### config.mk
export PLATFORM = sky130hd
export DESIGN_NAME = tremolo_lfo
export DESIGN_NICKNAME = d
export VERILOG_FILES = /design/src/rtl/tremolo_lfo.sv
export SDC_FILE = /design/constraint.sdc
export NUM_CORES = 2
export LEC_CHECK = 0
export ABC_AREA = 1
export CAP_MARGIN = 20
export CORE_MARGIN = 2
export CORE_UTILIZATION = 50
export CTS_BUF_LIST = sky130_fd_sc_hd__clkbuf_8
export DETAILED_ROUTE_END_ITERATION = 7
export PLACE_DENSITY_LB_ADDON = 0.08
export SYNTH_ARGS = -nofsm -noshare
export SYNTH_HDL_FRONTEND = slang
export SYNTH_SLANG_ARGS = --single-unit
### constraint.sdc
create_clock -name clk -period 9.56 [get_ports clk]
set_input_delay 2.39 -clock clk [delete_from_list [all_inputs] [get_ports clk]]
set_output_delay 2.39 -clock clk [all_outputs]
set_load 0.005 [all_outputs]
### src/rtl/tremolo_lfo.sv
// LFO-driven amplitude modulation of CHANNELS signed samples per frame.
// One shared multiplier walks the channels; the product is registered before staging.
module tremolo_lfo #(
  parameter int unsigned DATA_WIDTH  = 24,
  parameter int unsigned CHANNELS    = 2,
  parameter int unsigned GAIN_WIDTH  = 16,
  parameter int unsigned PHASE_WIDTH = 24
) (
  input  logic                           clk,
  input  logic                           reset_n,
  input  logic                           enable,
  input  logic [1:0]                     shape,
  input  logic [PHASE_WIDTH-1:0]         rate,
  input  logic [GAIN_WIDTH-1:0]          depth,
  input  logic                           in_valid,
  input  logic [DATA_WIDTH*CHANNELS-1:0] in_data,
  output logic                           out_valid,
  output logic [DATA_WIDTH*CHANNELS-1:0] out_data,
  output logic                           busy,
  output logic                           overrun
);

  localparam int unsigned TOTAL = DATA_WIDTH * CHANNELS;
  localparam int unsigned CW    = $clog2(CHANNELS + 1);
  localparam int unsigned PW    = DATA_WIDTH + GAIN_WIDTH;
  localparam int unsigned GW2   = 2 * GAIN_WIDTH;
  localparam logic [GAIN_WIDTH:0] UNITY = {1'b1, {GAIN_WIDTH{1'b0}}};

  typedef enum logic [1:0] {IDLE, MUL, OUT} state_t;

  state_t                  state_q, state_d;
  logic [PHASE_WIDTH-1:0]  phase_q, phase_d;
  logic [GAIN_WIDTH:0]     gain_q, gain_d;
  logic [TOTAL-1:0]        in_q, in_d;
  logic [TOTAL-1:0]        stage_q, stage_d;
  logic [TOTAL-1:0]        out_q, out_d;
  logic [CW-1:0]           ch_q, ch_d;
  logic [DATA_WIDTH-1:0]   prod_q, prod_d;
  logic                    out_valid_q, out_valid_d;
  logic                    busy_q, busy_d;
  logic                    overrun_q, overrun_d;

  logic [GAIN_WIDTH-1:0]   lfo;
  logic [GW2-1:0]          depth_lfo;
  logic [GAIN_WIDTH:0]     gain_calc;
  logic [DATA_WIDTH-1:0]   x_cur;
  logic signed [PW-1:0]    x_ext;
  logic signed [PW-1:0]    g_ext;
  logic signed [PW-1:0]    full_p;

  always_comb begin
    unique case (shape)
      2'd1:    lfo = phase_q[PHASE_WIDTH-1] ? '0 : '1;
      2'd2:    lfo = ~phase_q[PHASE_WIDTH-1 -: GAIN_WIDTH];
      default: lfo = phase_q[PHASE_WIDTH-1] ? ~phase_q[PHASE_WIDTH-2 -: GAIN_WIDTH]
                                            :  phase_q[PHASE_WIDTH-2 -: GAIN_WIDTH];
    endcase
    depth_lfo = GW2'(depth) * GW2'(lfo);
    // (depth*L)>>G never reaches 2^G, so the subtraction cannot wrap.
    gain_calc = UNITY - (GAIN_WIDTH+1)'(depth_lfo >> GAIN_WIDTH);
  end

  always_comb begin
    x_cur = '0;
    for (int i = 0; i < CHANNELS; i++) begin
      if (ch_q == CW'(i)) x_cur = in_q[i*DATA_WIDTH +: DATA_WIDTH];
    end
    x_ext  = {{GAIN_WIDTH{x_cur[DATA_WIDTH-1]}}, x_cur};
    g_ext  = PW'(gain_q);
    full_p = x_ext * g_ext;
  end

  always_comb begin
    state_d     = state_q;
    phase_d     = phase_q;
    gain_d      = gain_q;
    in_d        = in_q;
    stage_d     = stage_q;
    out_d       = out_q;
    ch_d        = ch_q;
    prod_d      = prod_q;
    busy_d      = busy_q;
    out_valid_d = 1'b0;
    overrun_d   = in_valid && (state_q != IDLE);

    unique case (state_q)
      IDLE: begin
        if (in_valid) begin
          in_d    = in_data;
          gain_d  = enable ? gain_calc : UNITY;
          phase_d = enable ? phase_q + rate : phase_q;
          ch_d    = '0;
          busy_d  = 1'b1;
          state_d = MUL;
        end
      end
      MUL: begin
        // Product of channel ch is registered; it lands in staging on the next cycle.
        if (ch_q < CW'(CHANNELS)) prod_d = DATA_WIDTH'(full_p >>> GAIN_WIDTH);
        for (int i = 0; i < CHANNELS; i++) begin
          if (ch_q == CW'(i + 1)) stage_d[i*DATA_WIDTH +: DATA_WIDTH] = prod_q;
        end
        if (ch_q == CW'(CHANNELS)) state_d = OUT;
        else                        ch_d    = ch_q + 1'b1;
      end
      OUT: begin
        out_d       = stage_q;
        out_valid_d = 1'b1;
        busy_d      = 1'b0;
        state_d     = IDLE;
      end
      default: state_d = IDLE;
    endcase
  end

  always_ff @(posedge clk or negedge reset_n) begin
    if (!reset_n) begin
      state_q     <= IDLE;
      phase_q     <= '0;
      gain_q      <= '0;
      in_q        <= '0;
      stage_q     <= '0;
      out_q       <= '0;
      ch_q        <= '0;
      prod_q      <= '0;
      out_valid_q <= 1'b0;
      busy_q      <= 1'b0;
      overrun_q   <= 1'b0;
    end else begin
      state_q     <= state_d;
      phase_q     <= phase_d;
      gain_q      <= gain_d;
      in_q        <= in_d;
      stage_q     <= stage_d;
      out_q       <= out_d;
      ch_q        <= ch_d;
      prod_q      <= prod_d;
      out_valid_q <= out_valid_d;
      busy_q      <= busy_d;
      overrun_q   <= overrun_d;
    end
  end

  assign out_valid = out_valid_q;
  assign out_data  = out_q;
  assign busy      = busy_q;
  assign overrun   = overrun_q;

endmodule

==> flow_summary.json <==
{
  "status": "complete, no violations",
  "first_pass_iters": 8,
  "synth_area_mm2": 0.0324,
  "synthTopCellsByArea": "fa_1 (36%), dfrtp_1 (17%), nand2_1 (11%)",
  "hp-class": "flip-flop to flip-flop",
  "cts_setup_buffers": 0,
  "vias": 26000,
  "cp_data_required_time_ps": 10040,
  "area_growth_pct": 12.2,
  "whs_path_depth": 2,
  "start_kind": "input pin",
  "cpMostUsedCell": "nand2_1",
  "setup_viol": 0,
  "tightest_slew_ps": 1090,
  "fmax_mhz": 113,
  "globalplace.congestion": 0.943,
  "grt_pass1_wl_um": 148000,
  "grt_antenna_before_repair": 1,
  "numPortBuffers": 144,
  "final_max_slew_viol_count": 0,
  "avgRoutedWirePerCell_um": 17.6,
  "clk_latency_ps": 620,
  "synthTopCellsByCount": "nand2_1 (936), inv_1 (899), fa_1 (581)",
  "numCtsBuffers": 42,
  "cts_tree": "built",
  "worstSetupPathType": "input pin to flip-flop",
  "fin_crit_sh_pct": 92.4,
  "dp_hpwl_um": 73000,
  "clock_path_buffers": 3,
  "worstHoldEndpoint": "out_data[23]",
  "drive_gt1_share_pct": 6.01,
  "ys_seq_area_share_pct": 16.7,
  "synthesis.nets": 4901,
  "drtAntennaViolNets": 0,
  "ys_types": 56,
  "cts_sinks": 216,
  "slowest_delay_ps": 540,
  "arrival_ps": 9320,
  "dr.first_iter.drc_count": 1804,
  "worstHoldStart": "stage_q[23]",
  "fin_skew_ps": 48.1,
  "r2r_start": "ch_q[0]",
  "slew_headroom_pct": 27.5,
  "rows": 93,
  "dieArea_mm2": 0.0669,
  "rsz0062_at_grt": "false",
  "fin_crit_ps": 8830,
  "die_x_um": 259,
  "viasPerCell": 5.14,
  "synth_seq_cells": 216,
  "io_pins": 145,
  "hold_viol_final": 0,
  "fp.dieH_um": 259,
  "htree_levels": 2,
  "syn_inst": 4002,
  "path_clk_slew_ps": 60,
  "grt_pass1_vias": 27300,
  "post-synth-top-count-cell": "nand2_1",
  "crit_fanout": 14,
  "clockRootBuffer": "clkbuf_8",
  "synth_edf_count": 0,
  "avgSynthCellArea_um2": 8.10,
  "drc": 0,
  "wl_um": 89000,
  "r2r_end": "prod_q[21]",
  "n_fill_cell": 6203,
  "cts_hold_buf": 0,
  "reg2reg_depth": 34,
  "yosys.area.top_type": "fa_1",
  "core_mm2": 0.0643,
  "tns_ps": 0,
  "r2r_slack_ps": 1330,
  "initial_core_util_pct": 50.4,
  "max_cap_viol_count": 0,
  "synthArstFlopShare_pct": 100,
  "finalNetCount": 5083,
  "worst_setup_path_end_kind": "flip-flop",
  "gr-total-overflow": 0,
  "ys_warn_count": 0,
  "synth_ff_type": "dfrtp_1",
  "yosysTopAreaCellShare_pct": 35.9,
  "ctsResizeCount": 0,
  "grt_use_total_pct": 28.3,
  "grt_start_max_net_pins": 104,
  "critPathSlowestCell": "fa_1"
}
sequential cells by signal (all words and copies together) (netlist names):
register / flops
in_q: 48
stage_q: 48
out_data: 48
overrun: 1
busy: 1
phase_q: 24
prod_q: 24
state_q: 2
out_valid: 1
ch_q: 2
gain_q: 17
worst max path at each step:
| stage | from | endpoint | slack (ps) | cells after the start |
|---|---|---|---|---|
| global placement | shape[0] | gain_q[9] | 220 | 37 |
| detailed placement | shape[0] | gain_q[12] | 140 | 37 |
| finish | shape[0] | gain_q[12] | 730 | 37 |
| CTS | shape[0] | gain_q[12] | 780 | 37 |
| global route | shape[0] | gain_q[15] | 160 | 35 |
| floorplan | shape[0] | gain_q[12] | 560 | 35 |
cell type report:
cell class / instances / area (um2) / share of cell area, %
antenna: 1 / 2.50 / 0.00688
clock buffer: 52 / 716 / 1.97
clock inverter: 20 / 161 / 0.444
inverter: 916 / 3450 / 9.48
multi-input combinational: 2737 / 23100 / 63.4
sequential: 216 / 5410 / 14.9
tap: 855 / 1070 / 2.94
timing repair buffer: 271 / 2490 / 6.86
per-stage QoR:
step | area [um2] | cells | hold WS, ps | util, % | setup slack, ps
finish | 36400 | 5068 | 462 | 56.5 | 725
global route | 36400 | 5068 | 489 | 56.5 | 157
CTS | 36400 | 5067 | 465 | 56.5 | 782
detailed placement | 35500 | 4995 | 458 | 55.2 | 135
global placement | 35500 | 4994 | 454 | 55.1 | 218
floorplan | 32400 | 4002 | 443 | - | 559
placed cells by master, fill, tap and decap left out, types with 6 or more instances in the layout:
cell	instances
nand2_4	6
clkbuf_8	52
buf_12	6
buf_4	120
o21bai_1	8
dfrtp_1	216
o22ai_1	22
inv_1	907
nand4_1	16
a31oi_1	11
clkdlybuf4s50_1	143
xor2_1	18
fa_1	581
nor3_1	15
ha_1	224
nand2_2	14
a21o_1	10
or2_2	13
xnor2_1	32
clkinv_1	11
o21ai_0	222
nand3_1	77
a21oi_1	105
nand2_1	936
nor2_1	369
routing by layer:
metal / GRT usage [%] / part of all wire, % / vias to the layer above
met3: 4.59 / 7.9 / 113
met2: 43.7 / 44 / 833
li1: - / - / 12300
met5: 0 / 0 / -
met1: 42.3 / 47 / 12800
met4: 5.48 / 1.7 / 0
critical path, delay by kind of cell:
kind | cells | cell delay (ps)
AO/OA/AOI/OAI | 4 | 450
XOR/XNOR | 1 | 190
adder cells (fa/ha/maj) | 8 | 3580
AND/OR/NAND/NOR | 14 | 1310
buffers and inverters | 10 | 1380
cell families (layout without fill, tap and decap cells):
logic type	count (synthesis)	count (layout)	synth area share, %
AND/OR/NAND/NOR	1468	1468	18.2
buffers and inverters	1049	1259	12.3
adder cells (fa/ha/maj)	805	805	44.5
AO/OA/AOI/OAI	411	411	6.89
flip-flops	216	216	16.7
XOR/XNOR	52	52	1.49
multiplexers	1	1	0.0347
other	0	1	0
Power is left out: the tool's default activity adds up to more than one toggle a clock period on the data nets, which glitch-free logic cannot reach.
